File: config.mk
export PLATFORM = sky130hd
export DESIGN_NAME = mc_ctrl_trap
export DESIGN_NICKNAME = d
export VERILOG_FILES = /design/src/rtl/mc_ctrl_trap.sv
export SDC_FILE = /design/constraint.sdc
export NUM_CORES = 1
export LEC_CHECK = 0
export BUFFER_PORTS_ARGS = -buffer_cell sky130_fd_sc_hd__buf_4
export CAP_MARGIN = 20
export CORE_ASPECT_RATIO = 1.75
export CORE_MARGIN = 2
export CORE_UTILIZATION = 35
export CTS_CLUSTER_SIZE = 20
export DETAILED_ROUTE_END_ITERATION = 8
export GPL_TIMING_DRIVEN = 0
export SLEW_MARGIN = 20
export SYNTH_ARGS = -nofsm -noshare
export SYNTH_HDL_FRONTEND = slang
export SYNTH_SLANG_ARGS = --single-unit
File: constraint.sdc
create_clock -name clk -period 2.2 [get_ports clk]
set_clock_uncertainty 0.15 [all_clocks]
set_input_delay 0.11 -clock clk [delete_from_list [all_inputs] [get_ports clk]]
set_output_delay 0.11 -clock clk [all_outputs]
set_load 0.01 [all_outputs]
File: src/rtl/mc_ctrl_trap.sv
// Multicycle MIPS control FSM: ready-gated memory accesses with a bounded bus
// timeout, and traps for illegal opcode, overflow and bus timeout to an exception vector.
module mc_ctrl_trap #(
    parameter int MEM_TIMEOUT = 15,
    parameter bit TRAP_OVF    = 1'b1,
    parameter int ALU_OP_W    = 3
) (
    input  logic                clk,
    input  logic                reset,
    input  logic [31:0]         inst_in,
    input  logic                zero,
    input  logic                overflow,
    input  logic                mio_ready,
    output logic [4:0]          state_out,
    output logic                mem_read,
    output logic                mem_write,
    output logic                cpu_mio,
    output logic                iord,
    output logic                ir_write,
    output logic [1:0]          reg_dst,
    output logic                reg_write,
    output logic [1:0]          mem_to_reg,
    output logic [1:0]          alu_src_a,
    output logic [1:0]          alu_src_b,
    output logic [1:0]          pc_source,
    output logic                pc_write,
    output logic                pc_write_cond,
    output logic                branch,
    output logic                pc_vec,
    output logic                epc_write,
    output logic                cause_write,
    output logic [1:0]          cause,
    output logic [ALU_OP_W-1:0] alu_op
);

    typedef enum logic [4:0] {
        S_IF      = 5'b00000,
        S_ID      = 5'b00001,
        S_EX_MEM  = 5'b00010,
        S_EX_R    = 5'b00011,
        S_EX_I    = 5'b00100,
        S_EX_LUI  = 5'b00101,
        S_EX_BEQ  = 5'b00110,
        S_EX_BNE  = 5'b00111,
        S_EX_J    = 5'b01000,
        S_EX_JAL  = 5'b01001,
        S_EX_JR   = 5'b01010,
        S_EX_JALR = 5'b01011,
        S_MEM_RD  = 5'b01100,
        S_MEM_WR  = 5'b01101,
        S_WB_LW   = 5'b01110,
        S_WB_R    = 5'b01111,
        S_WB_I    = 5'b10000,
        S_TRAP    = 5'b10001
    } state_t;

    localparam logic [1:0] C_ILL = 2'b00;
    localparam logic [1:0] C_OVF = 2'b01;
    localparam logic [1:0] C_BUS = 2'b10;

    localparam int CNT_W = (MEM_TIMEOUT > 2) ? $clog2(MEM_TIMEOUT) : 1;
    localparam logic [CNT_W-1:0] CNT_LIMIT = CNT_W'((MEM_TIMEOUT > 0) ? MEM_TIMEOUT - 1 : 0);

    state_t           r_state;
    state_t           w_next;
    logic [CNT_W-1:0] r_cnt;
    logic [1:0]       r_cause;
    logic [1:0]       w_next_cause;
    logic [2:0]       w_alu_code;
    logic [5:0]       w_op;
    logic [5:0]       w_funct;
    logic             w_mem_state;
    logic             w_timeout;
    logic             w_add_sub;
    logic             w_unused;

    assign w_op        = inst_in[31:26];
    assign w_funct     = inst_in[5:0];
    assign w_add_sub   = (w_funct == 6'h20) || (w_funct == 6'h22);
    assign w_mem_state = (r_state == S_IF) || (r_state == S_MEM_RD) || (r_state == S_MEM_WR);
    assign w_timeout   = (MEM_TIMEOUT != 0) && !mio_ready && (r_cnt == CNT_LIMIT);
    assign state_out   = r_state;
    assign alu_op      = ALU_OP_W'(w_alu_code);
    assign w_unused    = &{1'b0, zero, inst_in[25:6]};

    function automatic logic [2:0] f_r_alu(input logic [5:0] funct);
        case (funct)
            6'h20:   return 3'b010;
            6'h22:   return 3'b110;
            6'h24:   return 3'b000;
            6'h25:   return 3'b001;
            6'h26:   return 3'b011;
            6'h27:   return 3'b100;
            6'h2A:   return 3'b111;
            6'h02:   return 3'b101;
            default: return 3'b010;
        endcase
    endfunction

    function automatic logic [2:0] f_i_alu(input logic [5:0] op);
        case (op)
            6'h0A:   return 3'b111;
            6'h0C:   return 3'b000;
            6'h0D:   return 3'b001;
            6'h0E:   return 3'b011;
            default: return 3'b010;
        endcase
    endfunction

    // NOTE: sequential state uses non-blocking assignments so every register samples pre-edge values.
    always_ff @(posedge clk or posedge reset) begin
        if (reset) begin
            r_state <= S_IF;
            r_cnt   <= '0;
            r_cause <= C_ILL;
        end else begin
            r_state <= w_next;
            if (w_next == S_TRAP)
                r_cause <= w_next_cause;
            if (w_next != r_state)
                r_cnt <= '0;
            else if (w_mem_state && !mio_ready && (r_cnt != '1))
                r_cnt <= r_cnt + CNT_W'(1);
        end
    end

    always_comb begin
        // NOTE: every combinational output gets a default first so no path can infer a latch.
        w_next        = r_state;
        w_next_cause  = C_ILL;
        w_alu_code    = 3'b010;
        mem_read      = 1'b0;
        mem_write     = 1'b0;
        cpu_mio       = 1'b1;
        iord          = 1'b0;
        ir_write      = 1'b0;
        reg_dst       = 2'b00;
        reg_write     = 1'b0;
        mem_to_reg    = 2'b00;
        alu_src_a     = 2'b00;
        alu_src_b     = 2'b00;
        pc_source     = 2'b00;
        pc_write      = 1'b0;
        pc_write_cond = 1'b0;
        branch        = 1'b0;
        pc_vec        = 1'b0;
        epc_write     = 1'b0;
        cause_write   = 1'b0;
        cause         = 2'b00;

        case (r_state)
            S_IF: begin
                mem_read  = 1'b1;
                alu_src_b = 2'b01;
                // PC and IR only move on the cycle the fetch actually completes.
                if (mio_ready) begin
                    ir_write = 1'b1;
                    pc_write = 1'b1;
                    w_next   = S_ID;
                end else if (w_timeout) begin
                    w_next       = S_TRAP;
                    w_next_cause = C_BUS;
                end
            end
            S_ID: begin
                alu_src_b = 2'b11;
                case (w_op)
                    6'h00: begin
                        case (w_funct)
                            6'h08:   w_next = S_EX_JR;
                            6'h09:   w_next = S_EX_JALR;
                            6'h20, 6'h22, 6'h24, 6'h25,
                            6'h26, 6'h27, 6'h2A, 6'h02:
                                     w_next = S_EX_R;
                            default: w_next = S_TRAP;
                        endcase
                    end
                    6'h23, 6'h2B:                      w_next = S_EX_MEM;
                    6'h08, 6'h0A, 6'h0C, 6'h0D, 6'h0E: w_next = S_EX_I;
                    6'h0F:   w_next = S_EX_LUI;
                    6'h04:   w_next = S_EX_BEQ;
                    6'h05:   w_next = S_EX_BNE;
                    6'h02:   w_next = S_EX_J;
                    6'h03:   w_next = S_EX_JAL;
                    default: w_next = S_TRAP;
                endcase
            end
            S_EX_MEM: begin
                alu_src_a = 2'b01;
                alu_src_b = 2'b10;
                w_next    = (w_op == 6'h23) ? S_MEM_RD : S_MEM_WR;
            end
            S_EX_R: begin
                alu_src_a  = (w_funct == 6'h02) ? 2'b10 : 2'b01;
                w_alu_code = f_r_alu(w_funct);
                if (TRAP_OVF && overflow && w_add_sub) begin
                    w_next       = S_TRAP;
                    w_next_cause = C_OVF;
                end else begin
                    w_next = S_WB_R;
                end
            end
            S_EX_I: begin
                alu_src_a  = 2'b01;
                alu_src_b  = 2'b10;
                w_alu_code = f_i_alu(w_op);
                if (TRAP_OVF && overflow && (w_op == 6'h08)) begin
                    w_next       = S_TRAP;
                    w_next_cause = C_OVF;
                end else begin
                    w_next = S_WB_I;
                end
            end
            S_EX_LUI: begin
                reg_write  = 1'b1;
                mem_to_reg = 2'b10;
                w_next     = S_IF;
            end
            S_EX_BEQ, S_EX_BNE: begin
                alu_src_a     = 2'b01;
                w_alu_code    = 3'b110;
                pc_write_cond = 1'b1;
                pc_source     = 2'b01;
                branch        = (r_state == S_EX_BEQ);
                w_next        = S_IF;
            end
            S_EX_J, S_EX_JAL: begin
                pc_write  = 1'b1;
                pc_source = 2'b10;
                if (r_state == S_EX_JAL) begin
                    reg_write  = 1'b1;
                    reg_dst    = 2'b10;
                    mem_to_reg = 2'b11;
                end
                w_next = S_IF;
            end
            S_EX_JR, S_EX_JALR: begin
                pc_write  = 1'b1;
                pc_source = 2'b11;
                if (r_state == S_EX_JALR) begin
                    reg_write  = 1'b1;
                    reg_dst    = 2'b01;
                    mem_to_reg = 2'b11;
                end
                w_next = S_IF;
            end
            S_MEM_RD: begin
                mem_read = 1'b1;
                iord     = 1'b1;
                if (mio_ready) begin
                    w_next = S_WB_LW;
                end else if (w_timeout) begin
                    w_next       = S_TRAP;
                    w_next_cause = C_BUS;
                end
            end
            S_MEM_WR: begin
                mem_write = 1'b1;
                iord      = 1'b1;
                if (mio_ready) begin
                    w_next = S_IF;
                end else if (w_timeout) begin
                    w_next       = S_TRAP;
                    w_next_cause = C_BUS;
                end
            end
            S_WB_LW: begin
                reg_write  = 1'b1;
                mem_to_reg = 2'b01;
                w_next     = S_IF;
            end
            S_WB_R: begin
                reg_write = 1'b1;
                reg_dst   = 2'b01;
                w_next    = S_IF;
            end
            S_WB_I: begin
                reg_write = 1'b1;
                w_next    = S_IF;
            end
            S_TRAP: begin
                epc_write   = 1'b1;
                cause_write = 1'b1;
                pc_write    = 1'b1;
                pc_vec      = 1'b1;
                cause       = r_cause;
                w_next      = S_IF;
            end
            default: w_next = S_TRAP;
        endcase
    end

endmodule
==> flow_summary.toml, run 1 <==
[logic_synthesis]
synth_seq_cells = 11
syn_inst = 230
synth_edf_count = 0
synth_area_leaders = "dfrtp_1 18%, nand2_1 5.7%, nor3_1 5.4%, nor2_1 5.0%, nand2b_1 4.8%"
synth.distinct_cells = 58
netlist.area_leader.share = 0.175
yosys_warnings = 0
avgSynthCellArea_um2 = 6.83
seq_area_frac_synth = 0.175
synth_top_area_cell = "dfrtp_1"
ys.flop_type = "dfrtp_1"
syn_area_um2 = 1570
syn_nets = 269
async_flop_share = 1.00

[cts]
numCtsBuffers = 3
cts_tree = "done"
cts.sinks = 11
clk_path_buf_depth = 2
clk_pin_slew_ns = 0.05
htree_levels = 1
cts_root_buf = "clkbuf_8"
clock_latency_ns = 0.24

[floorplan]
die_area_um2 = 5060
die_h_um = 92.6
rows = 32
die_x_um = 54.6
io_pins = 69
coreArea_um2 = 4360
start_util = 0.360

[routing]
drtIter0Drc = 50
viasPerCell = 5.71
ant_nets = 0
wire_per_inst_um = 15.3
vias = 1884
dr.pass1.iters = 4
totalWireLength_mm = 5.04
drc = 0

[sta]
slew_headroom = 0.662
fin_crit_ns = 2.11
fin_ws_ns = 0.0931
hold_viol = 0
fin_crit_sh = 0.958
setup_viol_count_final = 0
fmax_mhz = 475
max_slew.worst_pin.slew_ns = 0.501
slew_viol_final = 0

[power]
max-vdd-ir-drop_mv = 0.424
p_leak_nw = 0.935
total_power_mw = 1.57
p_per_area_nw_per_um2 = 718

[placed_design]
globalplace.congestion = 0.926
port_buffers = 44
post-dp-hpwl_mm = 4.06
preCtsSetupSlack_ns = -0.410

[setup_path]
arrival_ns = 1.85
start_kind = "flop"
required_ns = 1.94
r2r_slack_ns = 0.10
endpoint_kind = "output pin"
worstSetupPathType = "flop to output pin"
crit_fanout = 10

[grt]
grt_pass1_vias = 1815
grt.overflow.total = 0
antenna_found_initial = 0
grt_pass1_wl_mm = 8.27
grt_usage = 0.213
grt_max_degree = 12

[run_status]
status = "finished, final reports clean"

[cells_and_area]
num-nets-final = 319
seq_area_um2 = 279
multi_input_comb_area_um2 = 1280
post-route-util = 0.502
area_growth_pct = 39.4
diodes = 0
fillers = 457
layout-drive-gt1-share = 0.358

[job]
maxCapViolations = 0

[hold_path]
hold_path.class = "input pin to flop"
==> routing by layer <==
layer,track usage,up-vias,wire length (um),part of all wire
met3,0.00968,14,153,0.030
met4,0.0958,0,174,0.035
met1,0.244,892,1880,0.37
li1,-,930,-,-
met2,0.379,48,2830,0.56
met5,0,-,0,0
==> worst paths after layout <==
kind / start / end / cells after the start
max reg2reg: state_out[3]$_DFF_PP0_ / r_cause[0]$_DFFE_PP0N_ / 6
min reg2reg: r_cause[1]$_DFFE_PP0N_ / r_cause[1]$_DFFE_PP0N_ / 2
max in group asynchronous: reset / state_out[4]$_DFF_PP0_ / 3
min: mio_ready / r_cause[1]$_DFFE_PP0N_ / 3
max: state_out[4]$_DFF_PP0_ / alu_op[2] / 7
min in group asynchronous: reset / r_cnt[2]$_DFFE_PP0P_ / 3
==> final cells by class <==
| class | instances | area share |
|---|---|---|
| tap | 51 | 0.0291 |
| inverter | 10 | 0.0171 |
| clock buffer | 4 | 0.0206 |
| timing repair buffer | 48 | 0.166 |
| multi-input combinational | 187 | 0.585 |
| buffer | 19 | 0.0549 |
| sequential | 11 | 0.127 |
==> registers in the layout, summed over array words and instances, names as in the netlist <==
| register | cells |
|---|---|
| r_cnt | 4 |
| r_cause | 2 |
| state_out | 5 |
==> placed cells by master (no fill, tap or decap), types with 4 or more instances in the layout <==
cell type  Yosys  layout
nor3_2         0       4
nand3_1        7       6
nand2b_1      12      12
a21oi_1       12      11
nor3_1        17      12
nand2_1       24      21
nor2b_1        8       7
clkbuf_1      11       5
o211ai_1       5       5
and3_1         5       5
dfrtp_1       11       8
buf_2          4       5
buf_4          4      51
nor2_1        21      19
nor4_1         4       4
inv_1         10      10
clkbuf_8       1       4
o21ai_0       15      14
==> per-stage QoR <==
stage	hold WS, ns	area [um2]	setup TNS [ns]	cells
finish	0.0951	2190	0	330
global route	0.118	2190	-0.0121	330
CTS	0.0786	2070	-0.0107	328
detailed placement	-0.0153	1960	-1.67	325
global placement	-0.0265	1960	-1.59	325
floorplan	-0.188	1570	0	230
==> cell families after synthesis <==
kind of cell / synth area share
AOI/OAI and AO/OA: 0.254
buffers and inverters: 0.101
muxes: 0.0127
and+or+nand+nor: 0.417
other: 0.00239
DFF: 0.175
adders and majority gates: 0.0159
xor gates and xnor gates: 0.0215
==> critical path: stages, from the launching register on <==
cell	delay, ns
dfrtp_2	0.47
clkbuf_1	0.42
nor2b_1	0.15
nand2_1	0.12
inv_1	0.06
a31oi_1	0.15
o41ai_1	0.10
buf_4	0.15
==> cell usage after synthesis (2+ instances only) <==
master,count
buf_4,4
inv_1,10
nand2_1,24
nand4_1,2
nor2b_1,8
nor2_1,21
a211o_1,3
nor3b_1,2
o32ai_1,2
nand4b_1,2
clkbuf_1,11
a2111oi_0,2
ha_1,2
o211ai_1,5
nand2b_1,12
o21ai_0,15
dfrtp_1,11
nor4b_1,3
and3_1,5
a31oi_1,3
nor3_1,17
a211oi_1,3
buf_2,4
or4_1,2
nand3_1,7
or3_1,2
nand3b_1,2
a21oi_1,12
nor4_1,4
mux2i_1,2
==> power breakdown <==
part	switching (mW)	internal (mW)	total, mW
clock	0.0737	0.127	0.201
combinational	0.590	0.477	1.07
sequential	0.0677	0.236	0.304
total	0.732	0.840	1.57
==> what timing repair did <==
| action | in CTS | in global routing |
|---|---|---|
| resized for setup | 18 | 26 |
| setup endpoints to repair | 17 | 8 |
| endpoints found under the hold margin | 11 | 0 |
| setup buffers | 1 | 2 |
| hold buffers | 1 | 0 |
| pin swaps | 1 | 3 |
No activity file was read; power rests on OpenSTA's default activity.
==> run 2: changes to the inputs <==
--- a/config.mk
+++ b/config.mk
@@ -10,6 +10,7 @@
 export CORE_ASPECT_RATIO = 1.75
 export CORE_MARGIN = 2
 export CORE_UTILIZATION = 35
+export CTS_BUF_LIST = sky130_fd_sc_hd__clkbuf_2
 export CTS_CLUSTER_SIZE = 20
 export DETAILED_ROUTE_END_ITERATION = 8
 export GPL_TIMING_DRIVEN = 0
==> run 2 against run 1 <==
Core utilization grew 0.54 points. Die area is the same. Wire length up 2.1%. Non-clock buffer count is 4 higher. Largest power group unchanged.
==> flow_summary.toml, run 2 (synthesis results as in run 1) <==
[run_status]
status = "finished, final reports clean"

[cts]
cts.sinks = 11
clk_pin_slew_ns = 0.12
cts_tree = "done"
numCtsBuffers = 3
cts_root_buf = "clkbuf_2"
clk_path_buf_depth = 2
htree_levels = 1
clock_latency_ns = 0.26

[sta]
fin_ws_ns = 0.0730
max_slew.worst_pin.slew_ns = 0.510
fin_crit_sh = 0.967
rsz0062_at_grt = "yes"
hold_viol = 0
fmax_mhz = 470
timing.hold.ws_ns = 0.0612
tns_ns = 0
slew_headroom = 0.657
slew_viol_final = 0
fin_crit_ns = 2.13
setup_viol_count_final = 0

[floorplan]
rows = 32
die_h_um = 92.6
coreArea_um2 = 4360
io_pins = 69
die_area_um2 = 5060
die_x_um = 54.6
start_util = 0.360

[routing]
drc = 0
viasPerCell = 5.69
drtIter0Drc = 44
dr.pass1.iters = 4
totalWireLength_mm = 5.15
wire_per_inst_um = 15.4
ant_nets = 0
vias = 1902

[setup_path]
critical_path.startpoint = "state_out[0]$_DFF_PP0_"
endpoint_kind = "flop"
rr_worst_depth = 7
arrival_ns = 2.14
required_ns = 2.21
worstReg2RegStart = "state_out[0]$_DFF_PP0_"
worst_r2r_endpoint = "r_cnt[3]$_DFFE_PP0P_"
r2r_slack_ns = 0.07
worstSetupPathType = "flop to flop"
start_kind = "flop"
crit_fanout = 6

[cells_and_area]
final_cell_mix = "55 x buf_4, 21 x nand2_1, 19 x nor2_1"
final_cells = 334
area_growth_pct = 41.0
fin_area_um2 = 2210
layout-drive-gt1-share = 0.382
post-route-util = 0.507
diodes = 0
num-nets-final = 323
seq_area_um2 = 279
final_common_cell = "buf_4"
multi_input_comb_area_um2 = 1300
largest_reg_flops = 5
fillers = 452

[placed_design]
post-dp-hpwl_mm = 4.06
dpl_cell_area_um2 = 1960
preCtsSetupSlack_ns = -0.410
dpl.cell_count = 325
port_buffers = 44
globalplace.congestion = 0.926

[hold_path]
hold_path.class = "input pin to flop"
min_from = "mio_ready"
whs_path_depth = 3
hold_path_end = "r_cause[1]$_DFFE_PP0N_"

[grt]
grt_pass1_vias = 1808
grt.overflow.total = 0
grt_max_degree = 12
grt_usage = 0.213
antenna_found_initial = 0
grt_pass1_wl_mm = 8.33

[job]
maxCapViolations = 0

[power]
p_per_area_nw_per_um2 = 699
total_power_mw = 1.55
p_leak_nw = 0.954
max-vdd-ir-drop_mv = 0.409
## run 2: layout make-up
cell class                 count  share of cell area
buffer                        19              0.0548
inverter                      10              0.0170
timing repair buffer          52               0.176
tap                           51              0.0288
sequential                    11               0.126
multi-input combinational    187               0.588
clock buffer                   4             0.00904
## run 2: critical path: stages (launching register included)
cell,delay [ns]
dfrtp_2,0.47
buf_4,0.16
or3_4,0.36
nor3_1,0.24
a31oi_2,0.08
o2111ai_4,0.12
xor2_2,0.15
nor4b_2,0.29
## run 2: worst max path at each step
stage,to,cells after the start
2_1_floorplan,r_cnt[3]$_DFFE_PP0P_,7
3_3_place_gp,r_cnt[3]$_DFFE_PP0P_,7
3_5_place_dp,r_cnt[3]$_DFFE_PP0P_,7
4_1_cts,r_cnt[3]$_DFFE_PP0P_,6
5_1_grt,r_cnt[3]$_DFFE_PP0P_,7
6_report,r_cnt[3]$_DFFE_PP0P_,7
## run 2: what timing repair did
| action | CTS | global route |
|---|---|---|
| hold endpoints to repair | 11 | 0 |
| setup endpoints to repair | 21 | 12 |
| hold buffers | 1 | 0 |
| pin swaps | 1 | 3 |
| buffers inserted | 1 | 6 |
| gates resized for setup | 18 | 32 |
## run 2: where the power goes
part | switching (mW) | total, mW | internal, mW
clock | 0.0694 | 0.118 | 0.0482
sequential | 0.0589 | 0.294 | 0.235
combinational | 0.626 | 1.14 | 0.510
total | 0.754 | 1.55 | 0.793
## run 2: routing by layer
layer  part of all wire  up-vias  global-route usage  wire [um]
met2               0.56       57               0.384       2870
met3              0.035       14             0.00968        178
li1                   -      933                   -          -
met5                  0        -                   0          0
met1               0.38      898               0.246       1940
met4              0.031        0              0.0854        158
